`src/rtl/comparador_pkg.sv`:
```
// ---------------------------------------------------------------------------
// comparador_pkg
// Shared definitions for the MSB-first serial comparator:
//   state_t   : FSM state encoding (IDLE / SCAN / DONE)
//   WIDTH_DEF : default operand width
// ---------------------------------------------------------------------------
package comparador_pkg;

   typedef enum logic [1:0] {
      IDLE = 2'b00,
      SCAN = 2'b01,
      DONE = 2'b10
   } state_t;

   localparam int WIDTH_DEF = 8;

endpackage : comparador_pkg

```
`src/rtl/celda_cmp_bit.sv`:
```
// ---------------------------------------------------------------------------
// celda_cmp_bit
// One-bit combinational compare cell.
// Ports:
//   a, b    : input bits
//   diff    : 1 when a != b
//   a_lt_b  : 1 when a = 0 and b = 1
// ---------------------------------------------------------------------------
module celda_cmp_bit (
   input  logic a,
   input  logic b,
   output logic diff,
   output logic a_lt_b
);

   assign diff   = a ^ b;
   assign a_lt_b = ~a & b;

endmodule : celda_cmp_bit

```
`src/rtl/comparador_izq_der.sv`:
```
// ---------------------------------------------------------------------------
// comparador_izq_der
// Serial unsigned comparator: scans wordA/wordB one bit per clock, MSB
// first, and reports A <= B (z) and A == B (eq) with a one-cycle done pulse.
// Ports:
//   clk          : rising-edge clock
//   rst_n        : asynchronous active-low reset
//   start        : compare request, accepted in IDLE or DONE
//   wordA, wordB : operands, captured on an accepted start
//   z            : 1 when A <= B (held until the next done)
//   eq           : 1 when A == B (held until the next done)
//   busy         : high while scanning
//   done         : one-cycle pulse, z/eq valid from this cycle
// Configuration:
//   COMPARADOR_EARLY_EXIT_EN : when defined, finish at the first differing
//                              bit instead of always scanning WIDTH bits.
// ---------------------------------------------------------------------------
module comparador_izq_der
   import comparador_pkg::*;
#(
   parameter int WIDTH = WIDTH_DEF
) (
   input  logic             clk,
   input  logic             rst_n,
   input  logic             start,
   input  logic [WIDTH-1:0] wordA,
   input  logic [WIDTH-1:0] wordB,
   output logic             z,
   output logic             eq,
   output logic             busy,
   output logic             done
);

`ifdef COMPARADOR_EARLY_EXIT_EN
   localparam bit EARLY_EXIT = 1'b1;
`else
   localparam bit EARLY_EXIT = 1'b0;
`endif

   localparam int IW = $clog2(WIDTH);

   state_t           state_q, state_d;
   logic [WIDTH-1:0] a_q, b_q;
   logic [IW-1:0]    idx_q;
   logic             decided_q;
   logic             lta_q;
   logic             z_q, eq_q;

   logic             bit_diff, bit_lt;
   logic             start_ok;
   logic             first_diff;
   logic             dec_now, lta_now;

   celda_cmp_bit u_celda (
      .a      (a_q[idx_q]),
      .b      (b_q[idx_q]),
      .diff   (bit_diff),
      .a_lt_b (bit_lt)
   );

   assign start_ok   = start && (state_q != SCAN);
   assign first_diff = !decided_q && bit_diff;
   // Outcome including the bit being compared at this edge, so the result
   // is correct both for an early exit and for the final (index 0) bit.
   assign dec_now    = decided_q | bit_diff;
   assign lta_now    = decided_q ? lta_q : bit_lt;

   // State register
   always_ff @(posedge clk or negedge rst_n) begin
      if (!rst_n) state_q <= IDLE;
      else        state_q <= state_d;
   end

   // Next-state logic
   always_comb begin
      state_d = state_q;
      case (state_q)
         IDLE: if (start) state_d = SCAN;
         SCAN: if ((idx_q == '0) || (EARLY_EXIT && first_diff)) state_d = DONE;
         DONE: state_d = start ? SCAN : IDLE;
         default: state_d = IDLE;
      endcase
   end

   // Outputs
   always_comb begin
      busy = (state_q == SCAN);
      done = (state_q == DONE);
   end

   assign z  = z_q;
   assign eq = eq_q;

   // Operand, index and decision registers
   always_ff @(posedge clk or negedge rst_n) begin
      if (!rst_n) begin
         a_q       <= '0;
         b_q       <= '0;
         idx_q     <= '0;
         decided_q <= 1'b0;
         lta_q     <= 1'b0;
         z_q       <= 1'b0;
         eq_q      <= 1'b0;
      end else begin
         if (start_ok) begin
            a_q       <= wordA;
            b_q       <= wordB;
            idx_q     <= IW'(WIDTH - 1);
            decided_q <= 1'b0;
            lta_q     <= 1'b0;
         end else if (state_q == SCAN) begin
            if (first_diff) begin
               decided_q <= 1'b1;
               lta_q     <= bit_lt;
            end
            if (idx_q != '0) idx_q <= idx_q - 1'b1;
         end
         // Results only change on entry to DONE; a new start leaves them alone.
         if ((state_q == SCAN) && (state_d == DONE)) begin
            z_q  <= dec_now ? lta_now : 1'b1;
            eq_q <= !dec_now;
         end
      end
   end

endmodule : comparador_izq_der

```
`config.mk`:
```
export PLATFORM = sky130hd
export DESIGN_NAME = comparador_izq_der
export DESIGN_NICKNAME = d
export VERILOG_FILES = /design/src/rtl/comparador_pkg.sv /design/src/rtl/celda_cmp_bit.sv /design/src/rtl/comparador_izq_der.sv
export SDC_FILE = /design/constraint.sdc
export NUM_CORES = 1
export LEC_CHECK = 0
export CORE_UTILIZATION = 45
export DETAILED_ROUTE_END_ITERATION = 7
export GPL_ROUTABILITY_DRIVEN = 0
export PLACE_DENSITY = 0.76
export RECOVER_POWER = 25
export SLEW_MARGIN = 20
export SYNTH_ARGS = -nofsm -noshare
export SYNTH_HDL_FRONTEND = slang
export SYNTH_SLANG_ARGS = --single-unit
```
`constraint.sdc`:
```
create_clock -name clk -period 2.2 [get_ports clk]
set_input_delay 0.33 -clock clk [delete_from_list [all_inputs] [get_ports clk]]
set_output_delay 0.33 -clock clk [all_outputs]
set_load 0.02 [all_outputs]
```
* Yosys cells after proc, flatten, opt, wreduce, memory -nomap -nowiden
Index checks and enable logic that the tools add are counted.
** Word-level totals
- Register bits :: 25
- Bits of input ports :: 19
- Output and inout bits :: 4
- Word-level logic and storage cells :: 50
** Cells by class
- $add $sub $neg :: 1
- Magnitude comparators :: 1
- Equal/unequal tests :: 4
- Multiplexer cells :: 19
- Bitwise logic cells :: 4
- Reductions and logical operators :: 13
** Operators by type and width (count)
- 1-bit 2-to-1 mux :: 11
- 3-bit 2-to-1 mux :: 3
- 1-bit binary-select mux with 3-bit select :: 2
- 2-bit one-hot mux with 3 select lines :: 1
- 2-bit nonzero test :: 3
- 2-bit equality test (second input constant) :: 2
- 3-bit by 4-bit < comparator with 1-bit output (second input constant) :: 1
- 2-bit 2-to-1 mux :: 2
- 2-bit AND reduction :: 2
- 1-bit logical AND :: 3
- 3-bit zero test :: 1
- 3-bit nonzero test :: 1
- 3-bit by 1-bit subtractor with 3-bit output (second input constant) :: 1
- 2-bit by 1-bit equality test with 1-bit output (second input constant) :: 1
- 1-bit zero test :: 2
- 2-bit zero test :: 1
- 2-bit by 1-bit inequality test with 1-bit output (second input constant) :: 1
- 1-bit AND :: 1
- 1-bit NOT :: 1
- 1-bit bitwise OR :: 1
- 1-bit bitwise XOR :: 1

* Longest topological paths before layout
- Depth in word-level cells :: 7
- Mapped depth :: 7
- Mapped depth without buffers :: 6

* Hierarchy
A second synthesis with hierarchy kept.
** Second synthesis, totals
- Cell total of the unflattened synthesis :: 90
- Area total of the unflattened synthesis :: 1198.6 µm²
** Modules (own cells, without submodules)
- comparador_izq_der :: times used 1, cells an instance 87, area each 1178.6 µm²
- celda_cmp_bit :: times used 1, cells an instance 3, area each 20.0 µm²

* Least setup slack after synthesis
Ideal clock, no wire load.
- Kind :: register -> register
- Start point :: register idx_q[0]
- End point :: register z_q (netlist: z)
- Data arrival time :: 1.934 ns
- Data required time :: 2.075 ns
- Slack :: 0.142 ns
- Stages on the path, launching flop included :: 8
- Buffers on the path :: 1
- Cells stage by stage :: dfrtp_1 buf_6 mux4_1 mux2_2 ha_1 nor2_1 o21ai_0 mux2_2
** Between the ends
- Cells in the longest elaborated chain, start to end :: 6
- Elaborated cells between the ends (all ways) :: 15
** Ends and longest elaborated chain
- start, declared :: line comparador_izq_der.sv:44 : logic [IW-1:0] idx_q;
- start signal, assigned :: line comparador_izq_der.sv:108 : idx_q <= IW'(WIDTH - 1);
- start signal, assigned :: line comparador_izq_der.sv:116 : if (idx_q != '0) idx_q <= idx_q - 1'b1;
- 1-bit binary-select mux with 3-bit select :: line comparador_izq_der.sv:55 : .a (a_q[idx_q]),
- 1-bit 2-to-1 mux (not written as such) :: line comparador_izq_der.sv:55
- 1-bit NOT :: line celda_cmp_bit.sv:17 : assign a_lt_b = ~a & b;
- 1-bit AND :: line celda_cmp_bit.sv:17
- 1-bit 2-to-1 mux :: line comparador_izq_der.sv:66 : assign lta_now = decided_q ? lta_q : bit_lt;
- 1-bit 2-to-1 mux :: line comparador_izq_der.sv:120 : z_q <= dec_now ? lta_now : 1'b1;
- end signal, assigned :: line comparador_izq_der.sv:120
- end, declared :: line comparador_izq_der.sv:47 : logic z_q, eq_q;
Several ways; a longest one is shown, not always the timed one. The select of a mux whose other input is x is not followed.
A chain may end at the register's enable or synchronous reset.

* Worst setup path in the final report
Ends and elaborated chain as after synthesis.

==> metrics.txt <==
outcome complete, no violations; Worst R2R Path Depth 6; Worst Hold Endpoint state_q[0]; cell breakdown of the critical path mux4_2, mux2_2, ha_1, nor2_1, o21ai_0, mux2_2; routed wire length per instance between 10 and 15 um; total power draw 2010 uW; post-DR vias/cell 5.23; post-layout net count roughly 140; Detailed Route Iter0 Violations 10; CP Buf/Inv Count 0; CP Capture Type flop; number of antenna violations at the first check in global routing 0; Pwr per Cell Area between 1000 and 1500 nW/um2; maximum clock frequency 0.482 GHz; P&R area growth vs syn 24.2%; height of the die 53.1 um; maximum number of pins on one net before global-route repair 26; type of element launching the critical path flop; Final Skew ~14 ps; total global routing overflow 0; final non-filler cell area 1460 um2; max-slew headroom at the worst pin between 10% and 20%; Cells on Worst Hold Path 1; via count of the first global-routing pass about 690; Yosys Warn Count 0; net count after synthesis 109; placed cell area between 1000 and 1500 um2; sequential share of the synthesized area roughly 53%; Port-buffer cells 22; total vias in the final route 748; # setup viols final 0; clock transition at the registers of the reported paths 140 ps; startpoint of the worst-slack reg-to-reg timing path idx_q[0]; slew of the pin with the lowest slew margin 1300 ps; number of H-tree levels 1; maximum resistive drop on vdd 742 uV; first-pass GRT wire length 3020 um; Inserted Diodes 0; endpoint of the most critical register-to-register path z; data arrival time of the critical path between 2000 and 2500 ps; Starting Density between 40% and 50%; clock buffer depth 2; count of cell types in the netlist 20; RSZ-0062 raised after global routing no; TritonCTS clock tree built; post-detail-place hpwl 1390 um; launch instance of the worst min-delay path state_q[0]; wire length after detailed routing 1900 um; number of fill cells ~220; clk sink count 25; area of combinational cells with multiple inputs ~490 um2; leakage power 0.000631 uW; layout cell share with drive strength beyond 1 around a quarter; critical path required time 2430 ps; detailed-routing iteration count for the pre-antenna-repair pass 4; Min Clock Period, post-route 2070 ps; max-slew violation total from the final report 0; setup slack on the worst flop-to-flop path 130 ps; most numerous cell on the critical path mux2_2; remaining design rule violation count 0; Die Width 53.1 um; post-synth design cell area 1170 um2; stage delay of the slowest cell on the critical path 500 ps; min-delay worst type reg2reg; buffers inserted during post-CTS setup optimization 0; number of failing hold endpoints at the final stage 0; I/O pin total 23; library cell used as clock root buffer clkbuf_4; CP max-delay cell mux4_2; Die Footprint 2820 um2; maximum fanout along the worst path 4; area occupied by registers 627 um2; Post-DRT Antenna Nets 0; clock insertion delay at the later pin of the skew report 330 ps; Gate Count Post-Synth 87; Site Rows 18; overall global routing resource usage 15.2%; number of maximum-capacitance constraint violations 0; number of buffers inserted during clock tree synthesis 3; final sum of negative setup slack 0 ps; Critical Setup Path Class reg2reg; Synth Register Bits 25; post-route clock period utilization a little over nine tenths; per-instance average area after synthesis 13.5 um2; core area 2480 um2; CP delay by family, top multiplexers
-- worst register-to-register path: stages (launching register included) --
cell and delay (ps):
dfrtp_2 430, mux4_2 500, mux2_2 280, ha_1 340, nor2_1 90, o21ai_0 70
mux2_2 270
-- what timing repair did --
item / CTS / global route
hold endpoints to repair: 0 / 0
setup endpoints to repair: 0 / 2
hold buffers: 0 / 0
resized for setup: 0 / 4
-- sequential cells by signal, indices dropped and copies added, names as in the netlist --
signal	cells
z	1
state_q	2
decided_q	1
a_q	8
lta_q	1
b_q	8
eq	1
idx_q	3
-- cell usage in the layout (no fill, tap or decap) --
cell / count
mux2i_1: 2
o21a_1: 1
inv_1: 6
buf_6: 1
nand2b_1: 2
clkdlybuf4s50_1: 21
nand3_1: 4
dfrtp_1: 24
mux4_2: 2
dfrtp_2: 1
nand2_1: 2
o22ai_1: 1
nor2_1: 4
ha_1: 3
clkinv_2: 1
clkbuf_1: 1
o41ai_1: 1
o21ai_0: 6
or4_1: 1
clkbuf_4: 3
mux2_2: 18
dlygate4sd3_1: 1
o311ai_0: 1
mux4_1: 2
buf_4: 2
nor2b_1: 2
-- cell usage after synthesis, drive strengths merged --
master	count	share of area (%)
mux2i	2	1.7
o41ai	1	0.75
mux2	18	17
buf	3	1.8
clkbuf	1	0.32
dfrtp	25	53
nor2b	2	1.1
nor2	4	1.3
o21ai	6	2.6
o21a	1	0.64
o22ai	1	0.53
nand3	4	1.7
inv	6	1.9
or4	1	0.64
ha	3	3.2
o311ai	1	0.75
nand2b	2	1.1
mux4	4	8.9
nand2	2	0.64
-- layout make-up --
class                           count  area share, %
Tap cell                           30           2.57
Clock buffer                        3           1.54
Multi-Input combinational cell     52           33.9
Sequential cell                    25           43.0
Timing Repair Buffer               26           17.2
Clock inverter                      1          0.343
Inverter                            6           1.54
-- metal layers --
| metal | vias up | wire [um] | GRT usage (%) |
|---|---|---|---|
| met1 | 361 | 884 | 19.1 |
| met3 | 2 | 80 | 3.45 |
| met4 | 0 | 15 | 5.26 |
| met2 | 18 | 917 | 25.5 |
| li1 | 367 | - | - |
| met5 | - | 0 | 0 |
-- how the worst max path moves through the flow --
| stage | endpoint | depth (start not counted) | startpoint | slack (ps) |
|---|---|---|---|---|
| final | z | 6 | idx_q[0] | 130 |
| after global routing | z | 7 | idx_q[0] | 2 |
| after CTS | z | 6 | idx_q[0] | 70 |
| after detailed placement | z | 6 | idx_q[0] | 90 |
| after global placement | z | 6 | idx_q[0] | 130 |
| after floorplan | z | 7 | idx_q[0] | 140 |
-- per-stage QoR --
step / utilization (%) / worst slack [ps] / hold slack, ps / cells
finish: 58.9 / 126 / 506 / 143
global route: 58.9 / 1.56 / 540 / 143
CTS: 59.1 / 65.1 / 342 / 143
detailed placement: 58.0 / 92.6 / 490 / 139
global placement: 58.0 / 131 / 485 / 139
floorplan: - / 142 / 34.4 / 87
-- logic make-up (layout without fill, tap and decap cells) --
family	after synthesis	count (layout)	share of synthesized area [%]
buf+inv	10	36	4.05
compound gates	10	10	5.22
fa+ha+maj	3	3	3.20
mux	24	24	27.9
simple gates	15	15	6.39
flops	25	25	53.2
-- where the power goes --
part / internal, uW / switching, uW / leakage (uW) / total, uW
Clock: 68.2 / 138 / 0.0000177 / 206
Sequential: 685 / 152 / 0.000295 / 837
Combinational: 568 / 400 / 0.000319 / 968
Total: 1320 / 690 / 0.000631 / 2010
(Power assumes the default switching activity.)
